==> config.mk <==
export PLATFORM = sky130hd
export DESIGN_NAME = siggen_burst_trigger_flat
export DESIGN_NICKNAME = d
export VERILOG_FILES = /design/src/rtl/siggen_pkg.sv /design/src/rtl/siggen_burst_trigger_if.sv /design/src/rtl/siggen_trig_chan.sv /design/src/rtl/siggen_burst_trigger.sv /design/src/flat_wrapper.sv
export SDC_FILE = /design/constraint.sdc
export NUM_CORES = 2
export LEC_CHECK = 0
export ABC_AREA = 1
export CAP_MARGIN = 20
export CORE_AREA = 10 10 314 316
export CTS_CLUSTER_DIAMETER = 60
export DETAILED_ROUTE_END_ITERATION = 8
export DIE_AREA = 0 0 324 326
export PLACE_DENSITY = 0.71
export SKIP_CTS_REPAIR_TIMING = 1
export SLEW_MARGIN = 40
export SYNTH_ARGS = -nofsm -noshare
export SYNTH_HDL_FRONTEND = slang
export SYNTH_SLANG_ARGS = --single-unit
==> constraint.sdc <==
create_clock -name clki -period 3.2 [get_ports clki]
set_clock_uncertainty 0.2 [all_clocks]
set_input_delay 0.64 -clock clki [delete_from_list [all_inputs] [get_ports clki]]
set_output_delay 0.64 -clock clki [all_outputs]
set_load 0.03 [all_outputs]
==> src/rtl/siggen_pkg.sv <==
// -----------------------------------------------------------------------------
// siggen_pkg
// Shared types and default sizes for the burst trigger generator.
//   chan_state_e : per-channel FSM state (IDLE, DELAY, HIGH, LOW)
//   mode_e       : waveform shape (square = H high / H low,
//                  strobe = 1 high / 2H-1 low)
//   DEF_*        : default parameter values used by the interface and modules
// -----------------------------------------------------------------------------
package siggen_pkg;

    localparam int DEF_NCH    = 4;
    localparam int DEF_CNT_W  = 32;
    localparam int DEF_PCNT_W = 16;

    typedef enum logic [1:0] {
        IDLE  = 2'd0,
        DELAY = 2'd1,
        HIGH  = 2'd2,
        LOW   = 2'd3
    } chan_state_e;

    typedef enum logic {
        MODE_SQUARE = 1'b0,
        MODE_STROBE = 1'b1
    } mode_e;

endpackage

==> src/rtl/siggen_burst_trigger_if.sv <==
// -----------------------------------------------------------------------------
// siggen_burst_trigger_if
// Register-bank side of the burst trigger generator.
//   start, stop  : launch / abort levels (rising edge acts)
//   ch_en        : channel enable mask, sampled at launch
//   half_period  : per-channel H, channel i at [i*CNT_W +: CNT_W]
//   delay        : per-channel start delay D
//   pulse_count  : per-channel pulse count N (0 = continuous)
//   mode         : per-channel waveform mode (see siggen_pkg::mode_e)
//   busy, done   : per-channel status back to the register bank
// master = register bank, slave = trigger generator.
// -----------------------------------------------------------------------------
interface siggen_burst_trigger_if
    import siggen_pkg::*;
#(
    parameter int NCH    = DEF_NCH,
    parameter int CNT_W  = DEF_CNT_W,
    parameter int PCNT_W = DEF_PCNT_W
) ();

    logic                    start;
    logic                    stop;
    logic [NCH-1:0]          ch_en;
    logic [NCH*CNT_W-1:0]    half_period;
    logic [NCH*CNT_W-1:0]    delay;
    logic [NCH*PCNT_W-1:0]   pulse_count;
    logic [NCH-1:0]          mode;
    logic [NCH-1:0]          busy;
    logic [NCH-1:0]          done;

    modport master (
        output start, stop, ch_en, half_period, delay, pulse_count, mode,
        input  busy, done
    );

    modport slave (
        input  start, stop, ch_en, half_period, delay, pulse_count, mode,
        output busy, done
    );

endinterface

==> src/rtl/siggen_trig_chan.sv <==
// -----------------------------------------------------------------------------
// siggen_trig_chan
// One trigger channel: config latch, cycle counter, pulse counter and FSM.
//   clki, reset_n : clock, async active-low reset
//   start_p       : one-cycle synchronised launch pulse (shared by all channels)
//   stop_p        : one-cycle synchronised abort pulse (wins over start_p)
//   en            : channel enable, only looked at together with start_p
//   h_in, d_in    : half-period and start delay, latched on launch
//   n_in, mode_in : pulse count (0 = continuous) and mode, latched on launch
//   trig_out      : registered trigger output
//   busy          : registered, high while in DELAY/HIGH/LOW
//   done          : registered one-cycle pulse after the last LOW of a burst
// -----------------------------------------------------------------------------
module siggen_trig_chan
    import siggen_pkg::*;
#(
    parameter int CNT_W  = DEF_CNT_W,
    parameter int PCNT_W = DEF_PCNT_W
) (
    input  logic              clki,
    input  logic              reset_n,
    input  logic              start_p,
    input  logic              stop_p,
    input  logic              en,
    input  logic [CNT_W-1:0]  h_in,
    input  logic [CNT_W-1:0]  d_in,
    input  logic [PCNT_W-1:0] n_in,
    input  logic              mode_in,
    output logic              trig_out,
    output logic              busy,
    output logic              done
);

    // The cycle counter is one bit wider than H so that 2H-2 (strobe LOW) fits.
    localparam logic [CNT_W:0] ONE = {{CNT_W{1'b0}}, 1'b1};
    localparam logic [CNT_W:0] TWO = {{(CNT_W-1){1'b0}}, 2'b10};

    chan_state_e       state, state_nxt;
    logic [CNT_W:0]    cnt, cnt_nxt;
    logic [PCNT_W-1:0] pcnt, pcnt_nxt;
    logic              done_nxt;
    logic              load;

    logic [CNT_W-1:0]  h_q, d_q;
    logic [PCNT_W-1:0] n_q;
    mode_e             mode_q;

    logic [CNT_W:0]    high_last, low_last, delay_last;

    // Terminal counts for each timed state (counter runs 0 .. last).
    assign delay_last = {1'b0, d_q} - ONE;
    assign high_last  = (mode_q == MODE_STROBE) ? '0 : {1'b0, h_q} - ONE;
    assign low_last   = (mode_q == MODE_STROBE) ? {h_q, 1'b0} - TWO
                                                : {1'b0, h_q} - ONE;

    always_comb begin
        // NOTE: every output of this block gets a default first, so no path
        // through the case leaves a variable unassigned and infers a latch.
        state_nxt = state;
        cnt_nxt   = cnt;
        pcnt_nxt  = pcnt;
        done_nxt  = 1'b0;
        load      = 1'b0;

        if (stop_p) begin
            state_nxt = IDLE;
        end else if (start_p) begin
            // Launch or restart; an aborted burst never reports done.
            if (en) begin
                load      = 1'b1;
                cnt_nxt   = '0;
                pcnt_nxt  = '0;
                state_nxt = (d_in == '0) ? HIGH : DELAY;
            end else begin
                state_nxt = IDLE;
            end
        end else begin
            unique case (state)
                DELAY: begin
                    if (cnt == delay_last) begin
                        state_nxt = HIGH;
                        cnt_nxt   = '0;
                    end else begin
                        cnt_nxt = cnt + ONE;
                    end
                end
                HIGH: begin
                    if (cnt == high_last) begin
                        state_nxt = LOW;
                        cnt_nxt   = '0;
                    end else begin
                        cnt_nxt = cnt + ONE;
                    end
                end
                LOW: begin
                    if (cnt == low_last) begin
                        cnt_nxt  = '0;
                        // In continuous mode the pulse counter just wraps.
                        pcnt_nxt = pcnt + 1'b1;
                        if (n_q != '0 && pcnt_nxt == n_q) begin
                            state_nxt = IDLE;
                            done_nxt  = 1'b1;
                        end else begin
                            state_nxt = HIGH;
                        end
                    end else begin
                        cnt_nxt = cnt + ONE;
                    end
                end
                default: ;
            endcase
        end
    end

    always_ff @(posedge clki or negedge reset_n) begin
        // NOTE: the latched config is cleared on reset as well; it is a handful
        // of flops, not a memory, and clearing it keeps reset state fully known.
        if (!reset_n) begin
            state    <= IDLE;
            cnt      <= '0;
            pcnt     <= '0;
            h_q      <= '0;
            d_q      <= '0;
            n_q      <= '0;
            mode_q   <= MODE_SQUARE;
            trig_out <= 1'b0;
            busy     <= 1'b0;
            done     <= 1'b0;
        end else begin
            // NOTE: non-blocking assignments throughout, so every flop samples
            // the pre-edge values regardless of statement order.
            state    <= state_nxt;
            cnt      <= cnt_nxt;
            pcnt     <= pcnt_nxt;
            // Outputs are decoded from the next state so they line up with
            // the state register while staying registered.
            trig_out <= (state_nxt == HIGH);
            busy     <= (state_nxt != IDLE);
            done     <= done_nxt;
            if (load) begin
                // H = 0 behaves as H = 1.
                h_q    <= h_in | {{(CNT_W-1){1'b0}}, (h_in == '0)};
                d_q    <= d_in;
                n_q    <= n_in;
                mode_q <= mode_e'(mode_in);
            end
        end
    end

endmodule

==> src/rtl/siggen_burst_trigger.sv <==
// -----------------------------------------------------------------------------
// siggen_burst_trigger
// Multi-channel burst trigger generator between the register bank and the
// signal-generator trigger inputs.
//   clki, reset_n : 100 MHz clock, async active-low reset
//   bus (slave)   : register-bank controls and busy/done status
//   trig_out      : NCH registered trigger outputs
// start/stop go through a 2-FF synchroniser plus an edge register; the
// resulting one-cycle pulses are fanned out to every channel, which act on
// them two edges after the level is first sampled.
// -----------------------------------------------------------------------------
module siggen_burst_trigger
    import siggen_pkg::*;
#(
    parameter int NCH    = DEF_NCH,
    parameter int CNT_W  = DEF_CNT_W,
    parameter int PCNT_W = DEF_PCNT_W
) (
    input  logic                    clki,
    input  logic                    reset_n,
    siggen_burst_trigger_if.slave   bus,
    output logic [NCH-1:0]          trig_out
);

    // [0],[1] synchroniser stages, [2] previous sample for edge detection.
    logic [2:0]     start_sync, stop_sync;
    logic           start_p, stop_p;
    logic [NCH-1:0] busy_v, done_v;

    always_ff @(posedge clki or negedge reset_n) begin
        if (!reset_n) begin
            start_sync <= '0;
            stop_sync  <= '0;
        end else begin
            start_sync <= {start_sync[1:0], bus.start};
            stop_sync  <= {stop_sync[1:0], bus.stop};
        end
    end

    assign start_p = start_sync[1] & ~start_sync[2];
    assign stop_p  = stop_sync[1]  & ~stop_sync[2];

    for (genvar i = 0; i < NCH; i++) begin : g_chan
        siggen_trig_chan #(
            .CNT_W  (CNT_W),
            .PCNT_W (PCNT_W)
        ) u_chan (
            .clki     (clki),
            .reset_n  (reset_n),
            .start_p  (start_p),
            .stop_p   (stop_p),
            .en       (bus.ch_en[i]),
            .h_in     (bus.half_period[i*CNT_W +: CNT_W]),
            .d_in     (bus.delay[i*CNT_W +: CNT_W]),
            .n_in     (bus.pulse_count[i*PCNT_W +: PCNT_W]),
            .mode_in  (bus.mode[i]),
            .trig_out (trig_out[i]),
            .busy     (busy_v[i]),
            .done     (done_v[i])
        );
    end

    assign bus.busy = busy_v;
    assign bus.done = done_v;

endmodule
==> src/flat_wrapper.sv <==
// flat-port wrapper written by rule: the top's interface ports become plain ports
module siggen_burst_trigger_flat import siggen_pkg::*;
#(
    parameter int NCH    = DEF_NCH,
    parameter int CNT_W  = DEF_CNT_W,
    parameter int PCNT_W = DEF_PCNT_W
)
  (clki, reset_n, trig_out, bus_start, bus_stop, bus_ch_en, bus_half_period, bus_delay, bus_pulse_count, bus_mode, bus_busy, bus_done);
  siggen_burst_trigger_if #(.NCH(NCH), .CNT_W(CNT_W), .PCNT_W(PCNT_W)) bus_i ();
  input  logic clki;
  input  logic reset_n;
  output logic [NCH-1:0] trig_out;
  input wire logic [$bits(bus_i.start)-1:0] bus_start;
  input wire logic [$bits(bus_i.stop)-1:0] bus_stop;
  input wire logic [$bits(bus_i.ch_en)-1:0] bus_ch_en;
  input wire logic [$bits(bus_i.half_period)-1:0] bus_half_period;
  input wire logic [$bits(bus_i.delay)-1:0] bus_delay;
  input wire logic [$bits(bus_i.pulse_count)-1:0] bus_pulse_count;
  input wire logic [$bits(bus_i.mode)-1:0] bus_mode;
  output wire logic [$bits(bus_i.busy)-1:0] bus_busy;
  output wire logic [$bits(bus_i.done)-1:0] bus_done;
  assign bus_i.start = bus_start;
  assign bus_i.stop = bus_stop;
  assign bus_i.ch_en = bus_ch_en;
  assign bus_i.half_period = bus_half_period;
  assign bus_i.delay = bus_delay;
  assign bus_i.pulse_count = bus_pulse_count;
  assign bus_i.mode = bus_mode;
  assign bus_busy = bus_i.busy;
  assign bus_done = bus_i.done;
  siggen_burst_trigger #(.NCH(NCH), .CNT_W(CNT_W), .PCNT_W(PCNT_W)) u_core (.clki(clki), .reset_n(reset_n), .bus(bus_i), .trig_out(trig_out));
endmodule
==> results.json <==
{
  "status": "complete, but fails checks",
  "violations": "setup timing",
  "ys_async_sr_fraction": 1.000,
  "worstSetupStartpointType": "register",
  "ant_nets": 0,
  "synth.largest_area_cell": "dfrtp_1",
  "seq_area_frac_synth": 0.3175,
  "syn_nets": 7122,
  "clkLatencyLatePin_ns": 0.68,
  "dieWidth_um": 324,
  "slew_headroom": 0.4577,
  "num-nets-final": 7816,
  "power.total_mw": 30.49,
  "wl_um": 157000,
  "synth.avg_cell_area_um2": 6.357,
  "slew_violations": 0,
  "rsz0062_at_grt": "true",
  "worst_slack_ns": -0.09002,
  "grt_pass1_wl_um": 236100,
  "fin_util": 0.6224,
  "rows": 112,
  "p_comb_frac": 0.388,
  "die_area_mm2": 0.1056,
  "clk_path_buf_depth": 3,
  "post-route-min-period_ns": 3.290,
  "drcViolationCount": 0,
  "gr-total-overflow": 0,
  "start_util": 0.4654,
  "synth_cells": 6770,
  "p_sw_mw": 12.19,
  "p_clk_frac": 0.310,
  "arrival_ns": 3.64,
  "yosys-top-cells-area": "dfrtp_1 32%, nand2_1 20%, xor2_1 7.3%, nand3_1 7.3%, nor2_1 7.2%",
  "vdd_drop_max_mv": 0.4077,
  "worst_pin_slew_ns": 0.8085,
  "seq_power_share": 0.302,
  "fin_crit_sh": 1.028,
  "drt_pre_antenna_iters": 7,
  "grt_usage": 0.2753,
  "drive_gt1_frac": 0.1941,
  "cp_max_fo": 8,
  "vias_per_cell": 5.430,
  "end_kind": "register",
  "port_buffers": 343,
  "cts-root-buf": "clkbuf_16",
  "critPathKind": "register to register",
  "antenna_found_initial": 6,
  "hold_path_class": "register to register",
  "cts_buffers": 80,
  "powerDensity_mw_per_mm2": 529.7,
  "cts_tree": "yes",
  "worstPathRequired_ns": 3.55,
  "synth_edf_count": 0,
  "place_congestion": 0.9970,
  "power.internal_mw": 18.30,
  "die_h_um": 326,
  "fin_setup_tns_ns": -5.875,
  "routedWlPerCell_um": 17.99,
  "grt_pass1_vias": 43670,
  "area_growth_pct": 33.74,
  "p_sw_frac": 0.3999,
  "via_count": 47390,
  "syn_area_mm2": 0.04304,
  "grt_start_max_net_pins": 96,
  "fmax_mhz": 304.0,
  "setup_violations": 131,
  "cts_sinks": 546,
  "hpwl_um": 118500,
  "fillers": 8367,
  "pin_count": 344,
  "synth_ff_type": "dfrtp_1",
  "drtIter0Drc": 4278,
  "yosys_warnings": 0,
  "drv_cap": 0,
  "yosysTopAreaCellShare": 0.3175,
  "ys_ff_latch": 546,
  "netlist-cell-type-count": 65,
  "hold_viol_final": 0,
  "htreeDepth": 3,
  "coreArea_mm2": 0.09249,
  "clk_pin_slew_ns": 0.06,
  "p_leak_nw": 27.46
}
[registers in the layout (all words and copies together) (netlist names), 4 cells and up]
signal                         flops
u_core.g_chan.u_chan.cnt         132
u_core.g_chan.u_chan.d_q         128
u_core.g_chan.u_chan.h_q         128
u_core.g_chan.u_chan.n_q          64
u_core.g_chan.u_chan.pcnt         64
u_core.g_chan.u_chan.state         8
u_core.g_chan.u_chan.busy          4
u_core.g_chan.u_chan.done          4
u_core.g_chan.u_chan.mode_q        4
u_core.g_chan.u_chan.trig_out      4
[cell usage after synthesis, types with 30 or more instances]
cell	n
nand2_1	2267
nor2_1	826
inv_1	710
nand3_1	630
dfrtp_1	546
xor2_1	361
o21ai_0	314
nand4_1	229
clkbuf_1	174
nor3_1	94
nor4_1	89
xnor2_1	85
a21oi_1	45
nand3b_1	42
o22ai_1	30
[cells in the final DEF, fill, tap and decap left out, drive strengths merged, types with 22 or more instances in the layout]
cell type         n
o211ai           22
o21ai           327
nor3             97
nand3b           42
o22ai            44
nand3           653
nand2          2282
buf             501
xor2            361
xnor2            89
clkinv           27
clkdlybuf4s50   342
nor2            856
nand4           230
inv             732
clkbuf          105
nor4             90
dfrtp           546
a21oi            45
[power by group through the flow]
stage,combinational (mW),clock (mW),sequential [mW]
finish,11.8,9.46,9.21
global route,13.1,9.86,9.32
CTS,10.3,9.57,9.04
detailed placement,10.2,0,9.14
global placement,10.1,0,9.13
floorplan,6.73,0,8.73
[cells by family after synthesis]
kind of cell    share of synthesized area
flops                              0.3175
fa+ha+maj                        0.005814
buf+inv                           0.08846
xor+xnor                          0.09279
compound gates                    0.06497
simple gates                       0.4305
[stage by stage]
stage | cell area, um^2 | std cells | hold slack [ns] | worst slack, ns
2_1_floorplan | 43040 | 6770 | 0.1312 | 0.2483
3_3_place_gp | 50380 | 8487 | 0.1333 | -0.3041
3_5_place_dp | 50380 | 8487 | 0.1365 | -0.3606
4_1_cts | 53210 | 8632 | -0.2747 | -0.4291
5_1_grt | 57560 | 8728 | 0.1560 | -0.2604
6_report | 57560 | 8728 | 0.1498 | -0.09002
[worst paths after layout]
| kind | start | to | slack, ns | depth (start not counted) |
|---|---|---|---|---|
| setup reg to reg | u_core.g_chan[3].u_chan.h_q[2]$_DFFE_PN0P_ | u_core.g_chan[3].u_chan.cnt[30]$_DFFE_PN0P_ | -0.09 | 23 |
| hold reg to reg | u_core.start_sync[0]$_DFF_PN0_ | u_core.start_sync[1]$_DFF_PN0_ | 0.15 | 0 |
| setup / recovery | u_core.g_chan[3].u_chan.h_q[2]$_DFFE_PN0P_ | u_core.g_chan[3].u_chan.cnt[30]$_DFFE_PN0P_ | -0.09 | 23 |
| max in group asynchronous | reset_n | u_core.g_chan[2].u_chan.cnt[0]$_DFFE_PN0P_ | 1.48 | 3 |
| hold / removal | u_core.start_sync[0]$_DFF_PN0_ | u_core.start_sync[1]$_DFF_PN0_ | 0.15 | 0 |
| min in group asynchronous | reset_n | u_core.g_chan[3].u_chan.h_q[20]$_DFFE_PN0P_ | 0.33 | 2 |
[cell type report]
type | instances | area, um^2 | area share
Antenna cell | 4 | 10.01 | 0.0001739
Clock inverter | 54 | 757.0 | 0.01315
Timing Repair Buffer | 858 | 7965 | 0.1384
Sequential cell | 546 | 13710 | 0.2381
Multi-Input combinational cell | 5253 | 28820 | 0.5006
Inverter | 725 | 2734 | 0.04749
Tap cell | 1197 | 1498 | 0.02602
Clock buffer | 91 | 2073 | 0.03602
[worst max-delay path: stages (launching register included)]
cell and delay [ns]:
dfrtp_2 0.48, nor2_4 0.17, nand2_8 0.10, nor2_8 0.13, buf_6 0.14, nand2_1 0.08
nand2_1 0.10, nand2_1 0.10, nand2_2 0.08, nand2_1 0.06, nand2_1 0.08, nand2_1 0.08
nor3_1 0.18, nand2_1 0.10, nor2_1 0.13, nand2_1 0.07, nor2_1 0.10, buf_4 0.13
nand2_2 0.05, nand2_2 0.09, nand3_4 0.16, clkbuf_16 0.22, nand3b_1 0.08, nand2_1 0.05
[layer usage]
metal	vias to the layer above	routed length [um]	GRT usage	share of wire
li1	23100	-	-	-
met1	22220	68280	0.3797	0.43
met2	1748	71540	0.4344	0.46
met3	320	12080	0.04408	0.077
met4	4	5095	0.09138	0.032
met5	-	22	0	0.00014
Power figures use the tool's default switching activity.
